### src/rtl/rf_pkg.sv
// Shared definitions for the register-file access controller:
// default widths, queue depth and the controller state encoding.
package rf_pkg;

  localparam int DATA_W_DEF   = 32;
  localparam int ADDR_W_DEF   = 4;
  localparam int WQ_DEPTH_DEF = 2;

  typedef enum logic [1:0] {
    IDLE    = 2'd0,
    RD_WAIT = 2'd1,
    RESP    = 2'd2
  } rf_state_e;

endpackage

### src/rtl/rf_wq.sv
// Write-back queue: ordered FIFO (entry 0 is the head) with a per-port
// lookup that returns the youngest queued value for a given address.
module rf_wq
  import rf_pkg::*;
#(
  parameter int DATA_W = DATA_W_DEF,
  parameter int ADDR_W = ADDR_W_DEF,
  parameter int DEPTH  = WQ_DEPTH_DEF
) (
  input  logic              clk,
  input  logic              rst,
  input  logic              push,
  input  logic [ADDR_W-1:0] push_addr,
  input  logic [DATA_W-1:0] push_data,
  input  logic              pop,
  output logic              full,
  output logic              empty,
  output logic [ADDR_W-1:0] head_addr,
  output logic [DATA_W-1:0] head_data,
  input  logic [ADDR_W-1:0] lk_addr_a,
  input  logic [ADDR_W-1:0] lk_addr_b,
  output logic              lk_hit_a,
  output logic              lk_hit_b,
  output logic [DATA_W-1:0] lk_data_a,
  output logic [DATA_W-1:0] lk_data_b
);

  localparam int CNT_W = $clog2(DEPTH + 1);

  logic [ADDR_W-1:0] addr_q [DEPTH];
  logic [ADDR_W-1:0] addr_d [DEPTH];
  logic [DATA_W-1:0] data_q [DEPTH];
  logic [DATA_W-1:0] data_d [DEPTH];
  logic [CNT_W-1:0]  cnt_q;
  logic [CNT_W-1:0]  cnt_d;
  logic [CNT_W-1:0]  cnt_pop_s;
  logic              do_pop_s;
  logic              do_push_s;

  assign full      = (cnt_q == CNT_W'(DEPTH));
  assign empty     = (cnt_q == {CNT_W{1'b0}});
  assign head_addr = addr_q[0];
  assign head_data = data_q[0];

  // Next queue contents: shift out the head on pop, then append behind the survivors.
  always_comb begin
    addr_d    = addr_q;
    data_d    = data_q;
    do_pop_s  = pop && !empty;
    cnt_pop_s = do_pop_s ? (cnt_q - CNT_W'(1)) : cnt_q;
    do_push_s = push && (cnt_pop_s < CNT_W'(DEPTH));
    for (int i = 0; i < DEPTH - 1; i++) begin
      addr_d[i] = do_pop_s ? addr_q[i+1] : addr_q[i];
      data_d[i] = do_pop_s ? data_q[i+1] : data_q[i];
    end
    for (int i = 0; i < DEPTH; i++) begin
      addr_d[i] = (do_push_s && (CNT_W'(i) == cnt_pop_s)) ? push_addr : addr_d[i];
      data_d[i] = (do_push_s && (CNT_W'(i) == cnt_pop_s)) ? push_data : data_d[i];
    end
    cnt_d = do_push_s ? (cnt_pop_s + CNT_W'(1)) : cnt_pop_s;
  end

  // Queue storage and occupancy.
  always_ff @(posedge clk) begin
    if (rst) begin
      cnt_q  <= {CNT_W{1'b0}};
      addr_q <= '{default: {ADDR_W{1'b0}}};
      data_q <= '{default: {DATA_W{1'b0}}};
    end else begin
      cnt_q  <= cnt_d;
      addr_q <= addr_d;
      data_q <= data_d;
    end
  end

  // Forwarding lookup: scanning head to tail lets the youngest match win.
  always_comb begin
    lk_hit_a  = 1'b0;
    lk_hit_b  = 1'b0;
    lk_data_a = {DATA_W{1'b0}};
    lk_data_b = {DATA_W{1'b0}};
    for (int i = 0; i < DEPTH; i++) begin
      lk_data_a = ((CNT_W'(i) < cnt_q) && (addr_q[i] == lk_addr_a)) ? data_q[i] : lk_data_a;
      lk_hit_a  = lk_hit_a | ((CNT_W'(i) < cnt_q) && (addr_q[i] == lk_addr_a));
      lk_data_b = ((CNT_W'(i) < cnt_q) && (addr_q[i] == lk_addr_b)) ? data_q[i] : lk_data_b;
      lk_hit_b  = lk_hit_b | ((CNT_W'(i) < cnt_q) && (addr_q[i] == lk_addr_b));
    end
  end

endmodule

### src/rtl/rf_access_ctrl.sv
// Register-file access controller: arbitrates queued write-backs against
// two-operand reads over a single-ported register-file interface.
module rf_access_ctrl
  import rf_pkg::*;
#(
  parameter int DATA_W   = DATA_W_DEF,
  parameter int ADDR_W   = ADDR_W_DEF,
  parameter int WQ_DEPTH = WQ_DEPTH_DEF
) (
  input  logic              clk,
  input  logic              rst,
  input  logic              wb_valid,
  output logic              wb_ready,
  input  logic [ADDR_W-1:0] wb_addr,
  input  logic [DATA_W-1:0] wb_data,
  input  logic              rd_valid,
  output logic              rd_ready,
  input  logic [ADDR_W-1:0] rd_addr_a,
  input  logic [ADDR_W-1:0] rd_addr_b,
  output logic              rsp_valid,
  input  logic              rsp_ready,
  output logic [DATA_W-1:0] rsp_data_a,
  output logic [DATA_W-1:0] rsp_data_b,
  output logic              rf_write,
  output logic [ADDR_W-1:0] rf_adr_save,
  output logic [DATA_W-1:0] rf_data_out,
  output logic [ADDR_W-1:0] rf_adr_a,
  output logic [ADDR_W-1:0] rf_adr_b,
  input  logic [DATA_W-1:0] rf_data_a,
  input  logic [DATA_W-1:0] rf_data_b
);

  rf_state_e         state_q, state_d;
  logic              rf_write_q, rf_write_d;
  logic [ADDR_W-1:0] rf_adr_save_q, rf_adr_save_d;
  logic [DATA_W-1:0] rf_data_out_q, rf_data_out_d;
  logic [ADDR_W-1:0] rf_adr_a_q, rf_adr_a_d;
  logic [ADDR_W-1:0] rf_adr_b_q, rf_adr_b_d;
  logic [DATA_W-1:0] rsp_data_a_q, rsp_data_a_d;
  logic [DATA_W-1:0] rsp_data_b_q, rsp_data_b_d;

  logic              wq_full_s, wq_empty_s, wq_push_s, wq_pop_s;
  logic [ADDR_W-1:0] wq_head_addr_s;
  logic [DATA_W-1:0] wq_head_data_s;
  logic              hit_a_s, hit_b_s;
  logic [DATA_W-1:0] fwd_a_s, fwd_b_s;
  logic              wb_hs_s, rd_hs_s, rsp_hs_s;

  assign wb_ready  = !wq_full_s && (state_q != RD_WAIT);
  assign rd_ready  = (state_q == IDLE) && !wq_full_s;
  assign rsp_valid = (state_q == RESP);
  assign wb_hs_s   = wb_valid && wb_ready;
  assign rd_hs_s   = rd_valid && rd_ready;
  assign rsp_hs_s  = rsp_valid && rsp_ready;
  // Writes to r0 complete the handshake but never reach the queue.
  assign wq_push_s = wb_hs_s && (wb_addr != {ADDR_W{1'b0}});

  rf_wq #(
    .DATA_W (DATA_W),
    .ADDR_W (ADDR_W),
    .DEPTH  (WQ_DEPTH)
  ) u_wq (
    .clk       (clk),
    .rst       (rst),
    .push      (wq_push_s),
    .push_addr (wb_addr),
    .push_data (wb_data),
    .pop       (wq_pop_s),
    .full      (wq_full_s),
    .empty     (wq_empty_s),
    .head_addr (wq_head_addr_s),
    .head_data (wq_head_data_s),
    .lk_addr_a (rf_adr_a_q),
    .lk_addr_b (rf_adr_b_q),
    .lk_hit_a  (hit_a_s),
    .lk_hit_b  (hit_b_s),
    .lk_data_a (fwd_a_s),
    .lk_data_b (fwd_b_s)
  );

  // Next state, queue pop decision and register-file port values.
  always_comb begin
    state_d       = state_q;
    wq_pop_s      = 1'b0;
    rf_adr_a_d    = rf_adr_a_q;
    rf_adr_b_d    = rf_adr_b_q;
    rsp_data_a_d  = rsp_data_a_q;
    rsp_data_b_d  = rsp_data_b_q;
    case (state_q)
      IDLE: begin
        if (wq_full_s) begin
          wq_pop_s = 1'b1;
        end else if (rd_hs_s) begin
          rf_adr_a_d = rd_addr_a;
          rf_adr_b_d = rd_addr_b;
          state_d    = RD_WAIT;
        end else begin
          wq_pop_s = !wq_empty_s;
        end
      end
      RD_WAIT: begin
        if (rf_adr_a_q == {ADDR_W{1'b0}}) begin
          rsp_data_a_d = {DATA_W{1'b0}};
        end else if (hit_a_s) begin
          rsp_data_a_d = fwd_a_s;
        end else begin
          rsp_data_a_d = rf_data_a;
        end
        if (rf_adr_b_q == {ADDR_W{1'b0}}) begin
          rsp_data_b_d = {DATA_W{1'b0}};
        end else if (hit_b_s) begin
          rsp_data_b_d = fwd_b_s;
        end else begin
          rsp_data_b_d = rf_data_b;
        end
        state_d = RESP;
      end
      RESP: begin
        // The exit cycle leaves the queue alone; IDLE's full-drain rule picks up from there.
        if (rsp_hs_s) begin
          state_d = IDLE;
        end else begin
          wq_pop_s = !wq_empty_s;
        end
      end
      default: begin
        state_d = IDLE;
      end
    endcase
    rf_write_d    = wq_pop_s;
    rf_adr_save_d = wq_pop_s ? wq_head_addr_s : rf_adr_save_q;
    rf_data_out_d = wq_pop_s ? wq_head_data_s : rf_data_out_q;
  end

  // Controller state and registered outputs.
  always_ff @(posedge clk) begin
    if (rst) begin
      state_q       <= IDLE;
      rf_write_q    <= 1'b0;
      rf_adr_save_q <= {ADDR_W{1'b0}};
      rf_data_out_q <= {DATA_W{1'b0}};
      rf_adr_a_q    <= {ADDR_W{1'b0}};
      rf_adr_b_q    <= {ADDR_W{1'b0}};
      rsp_data_a_q  <= {DATA_W{1'b0}};
      rsp_data_b_q  <= {DATA_W{1'b0}};
    end else begin
      state_q       <= state_d;
      rf_write_q    <= rf_write_d;
      rf_adr_save_q <= rf_adr_save_d;
      rf_data_out_q <= rf_data_out_d;
      rf_adr_a_q    <= rf_adr_a_d;
      rf_adr_b_q    <= rf_adr_b_d;
      rsp_data_a_q  <= rsp_data_a_d;
      rsp_data_b_q  <= rsp_data_b_d;
    end
  end

  assign rf_write    = rf_write_q;
  assign rf_adr_save = rf_adr_save_q;
  assign rf_data_out = rf_data_out_q;
  assign rf_adr_a    = rf_adr_a_q;
  assign rf_adr_b    = rf_adr_b_q;
  assign rsp_data_a  = rsp_data_a_q;
  assign rsp_data_b  = rsp_data_b_q;

endmodule

### config.mk
export PLATFORM = sky130hd
export DESIGN_NAME = rf_access_ctrl
export DESIGN_NICKNAME = d
export VERILOG_FILES = /design/src/rtl/rf_pkg.sv /design/src/rtl/rf_wq.sv /design/src/rtl/rf_access_ctrl.sv
export SDC_FILE = /design/constraint.sdc
export NUM_CORES = 1
export LEC_CHECK = 0
export ABC_AREA = 1
export BUFFER_PORTS_ARGS = -buffer_cell sky130_fd_sc_hd__buf_4
export CORE_MARGIN = 2
export CORE_UTILIZATION = 35
export CTS_BUF_LIST = sky130_fd_sc_hd__clkbuf_4
export CTS_CLUSTER_DIAMETER = 30
export DETAILED_ROUTE_END_ITERATION = 8
export PLACE_DENSITY_LB_ADDON = 0.25
export SYNTH_ARGS = -nofsm -noshare
export SYNTH_HDL_FRONTEND = slang
export SYNTH_SLANG_ARGS = --single-unit
### constraint.sdc
create_clock -name clk -period 2.4 [get_ports clk]
set_input_delay 0.12 -clock clk [delete_from_list [all_inputs] [get_ports clk]]
set_output_delay 0.12 -clock clk [all_outputs]
set_load 0.01 [all_outputs]
==> results by group <==
Outcome
  – Outcome: completed

Hold path
  – Worst min path class: primary input to register
  – Hold path endpoint: rf_data_out[22]$_SDFFE_PP0N_
  – Hold depth: 4
  – Min-delay src: rst

Detailed routing
  – Via count: 10.5k
  – Routed WL: 34.7 mm
  – DRC viols: 0
  – Iteration-0 DRC Markers: 806
  – Detailed Routing Iterations Pass 1: 5
  – Final ANT Viol Nets: 0
  – Vias per inst: 5.21
  – Routed len/inst: 17.2 um

Global routing
  – Global-route usage over all layers: 24.1%
  – First-pass GRT wire length: 53.9 mm
  – Initial antenna violation count: 2
  – Global Route met3 Usage: 5.51%
  – Global route hottest layer: met2
  – Met2 global-route usage: 40.1%
  – GRT met1 Usage: 30.7%
  – GRT overflow: 0
  – Number of global-route vias before repair: 9,888
  – Largest net degree at the start of global routing: 140

Layout
  – Most frequent cells in the layout: nand2_1, buf_4, dfxtp_1
  – Layout cell share with drive strength beyond 1: 19.7%
  – # nets final: 1,780
  – Post-Layout Cell Count: 2,011
  – Design Area, Final: 0.0128 mm^2
  – Commonest non-fill, non-tap cell in the layout: nand2_1
  – P&R area growth vs syn: 39.2%

Worst setup path
  – Crit end category: register
  – Critical path peak fanout: 40
  – Reg2Reg Launch Point: u_wq.cnt_q[0]$_SDFF_PP0_
  – Crit Path Category: register to register
  – FF-to-FF path depth: 12
  – CP max stage delay: 0.39 ns
  – Worst Path Required: 2.85 ns
  – Startpoint types: register
  – Critical-path top delay cell: dfxtp_2
  – Reg2reg setup slack: 0.12 ns
  – Critical R2R Capture: u_wq.head_data[27]$_SDFFE_PP0P_
  – Critical Path AT: 2.73 ns
  – Cell Chain, Critical Path: inv_2, ha_1, inv_2, nand3_1, nand2_2, buf_4, nand3_1, nand4_4, buf_12, nand2_1, nand2_1, a21oi_1
  – Critical Path Start: u_wq.cnt_q[0]$_SDFF_PP0_

STA
  – Fin crit share: 94.9%
  – Setup violators final: 0
  – Setup Skew: 0.0251 ns
  – Max-slew violations: 0
  – Min Hold Slack: 0.0459 ns
  – Worst slew pin tran: 1.11 ns
  – Max Clk Rate: 0.439 GHz
  – Final min period: 2.28 ns
  – Slew margin rel.: 26.0%
  – Hold Vio Cnt, Final: 0

Placed design
  – Inst Count DP: 1,863
  – Port-buffer cells: 224
  – Placed cell area: 0.0113 mm^2
  – Hpwl dp: 22.7 mm
  – Routability cong.: 0.844

Floorplan
  – Num rows: 59
  – Core area: 0.0260 mm^2
  – Die Height: 166 um
  – Initial core utilization: 35.5%
  – Die ar.: 0.0277 mm^2
  – Boundary Pins: 225
  – Die W: 166 um

Clocking
  – Clk Latency, worst-skew pair: 0.59 ns
  – CTS tree: done
  – H-tree Lvls: 4
  – TritonCTS Sinks: 185
  – Clk buf depth: 2
  – CTS buffer count: 17
  – Clk root buf: clkbuf_4
  – Clock slew at reported path FFs: 0.16 ns

Power
  – Worst VDD drop: 0.579 mV
  – Pwr/cell area: 1090 mW/mm^2
  – Pleak: 5.52 nW

Yosys
  – Post-synth top area share: 40.1%
  – Cell taking the most area after synthesis: dfxtp_1
  – Register bit total from synthesis: 185
  – Syn Area/Cell: 6.70 um^2
  – Seq/Total Area, Yosys: 40.1%
  – Ys async rst share: 0%
  – Primary FF master, synth: dfxtp_1
  – Synth warn: 0
  – Synth top area cells: dfxtp_1, nand2_1, nand3_1
  – Post-Syn Area: 0.00923 mm^2
  – Count of flip-flops with a built-in enable after synthesis: 0
  – Post-Synthesis Cells: 1,377
  – Syn Nets: 1,495
  – Yosys cell types: 31

Job
  – Max Cap Viol: 0
## metrics by stage
stage	TNS, ns	total power, W	util (%)	setup slack [ns]
5_1_grt	-0.358	0.0150	49.4	-0.0403
2_1_floorplan	0	0.00879	-	0.0282
3_3_place_gp	0	0.0115	43.4	0.201
3_5_place_dp	0	0.0116	43.4	0.147
6_report	0	0.0140	49.4	0.123
4_1_cts	0	0.0138	49.0	0.0685
## Yosys cell counts, types with 2 or more instances
library cell / count
ha_1: 5
a21oi_1: 150
clkinv_1: 2
nor2_2: 3
o21ai_1: 7
nor3_1: 4
nand2_2: 3
nand4_1: 99
o21a_1: 2
nand2_1: 364
inv_2: 6
xnor2_1: 3
nand3b_1: 30
clkbuf_1: 75
inv_1: 88
nor2_1: 88
buf_4: 8
dfxtp_1: 185
xor2_1: 3
buf_2: 22
nand3_1: 169
buf_6: 3
buf_1: 6
o21ai_0: 45
## routing by layer
layer  vias to the layer above  share of wire (%)  wire, um
met5                         -                  0         0
met2                       426                 47     16400
met3                        56                7.4      2570
met4                         0                2.6       914
met1                      4836                 43     14800
li1                       5158                  -         -
## critical path, delay by kind of cell, from the launching register on
family	cells	cell delay, ns
buffers and inverters	4	0.69
AND/OR/NAND/NOR	6	0.76
adder cells (fa/ha/maj)	1	0.21
flip-flops	1	0.39
AO/OA/AOI/OAI	1	0.05
## final cells by class
cell class | count | area, um^2
Clock buffer | 17 | 128
Tap cell | 335 | 419
Fill cell | 2577 | 13100
Antenna cell | 2 | 5.00
Clock inverter | 14 | 218
Inverter | 97 | 365
Sequential cell | 185 | 3710
Timing Repair Buffer | 380 | 3240
Multi-Input combinational cell | 981 | 4760
## how the worst max path moves through the flow
stage,end,cells after the start
finish,u_wq.head_data[27]$_SDFFE_PP0P_,12
detailed placement,u_wq.head_data[21]$_SDFFE_PP0P_,12
CTS,rf_adr_b[2]$_SDFFE_PP0P_,7
floorplan,u_wq.head_data[10]$_SDFFE_PP0P_,16
global placement,u_wq.head_data[20]$_SDFFE_PP0P_,13
global route,u_wq.data_q[2]$_SDFFE_PP0P_,14
## kinds of logic (layout without fill, tap and decap cells)
group	Yosys count	count (layout)	synth area share, %
AND/OR/NAND/NOR	765	765	37.9
buffers and inverters	211	508	9.47
AO/OA/AOI/OAI	205	205	11.2
flip-flops	185	185	40.1
XOR/XNOR	6	6	0.570
adder cells (fa/ha/maj)	5	5	0.678
other	0	2	0
## sequential cells by signal, indices dropped and copies added (netlist names), 32 cells and up
register / cells
rf_data_out: 32
rsp_data_a: 32
rsp_data_b: 32
u_wq.data_q: 32
u_wq.head_data: 32
## what timing repair did
| action | 4_1_cts | 5_1_grt |
|---|---|---|
| setup endpoints to repair | 0 | 81 |
| buffers inserted | 0 | 3 |
| resized for setup | 0 | 11 |
| hold buffers | 110 | 1 |
| endpoints found under the hold margin | 145 | 8 |
## power breakdown
group | switching [W] | leakage [nW] | internal [W]
combinational | 0.00463 | 3.84 | 0.00267
clock | 0.00115 | 0.176 | 0.000933
sequential | 0.000721 | 1.51 | 0.00390
total | 0.00650 | 5.52 | 0.00749
No activity file was read; power rests on OpenSTA's default activity.
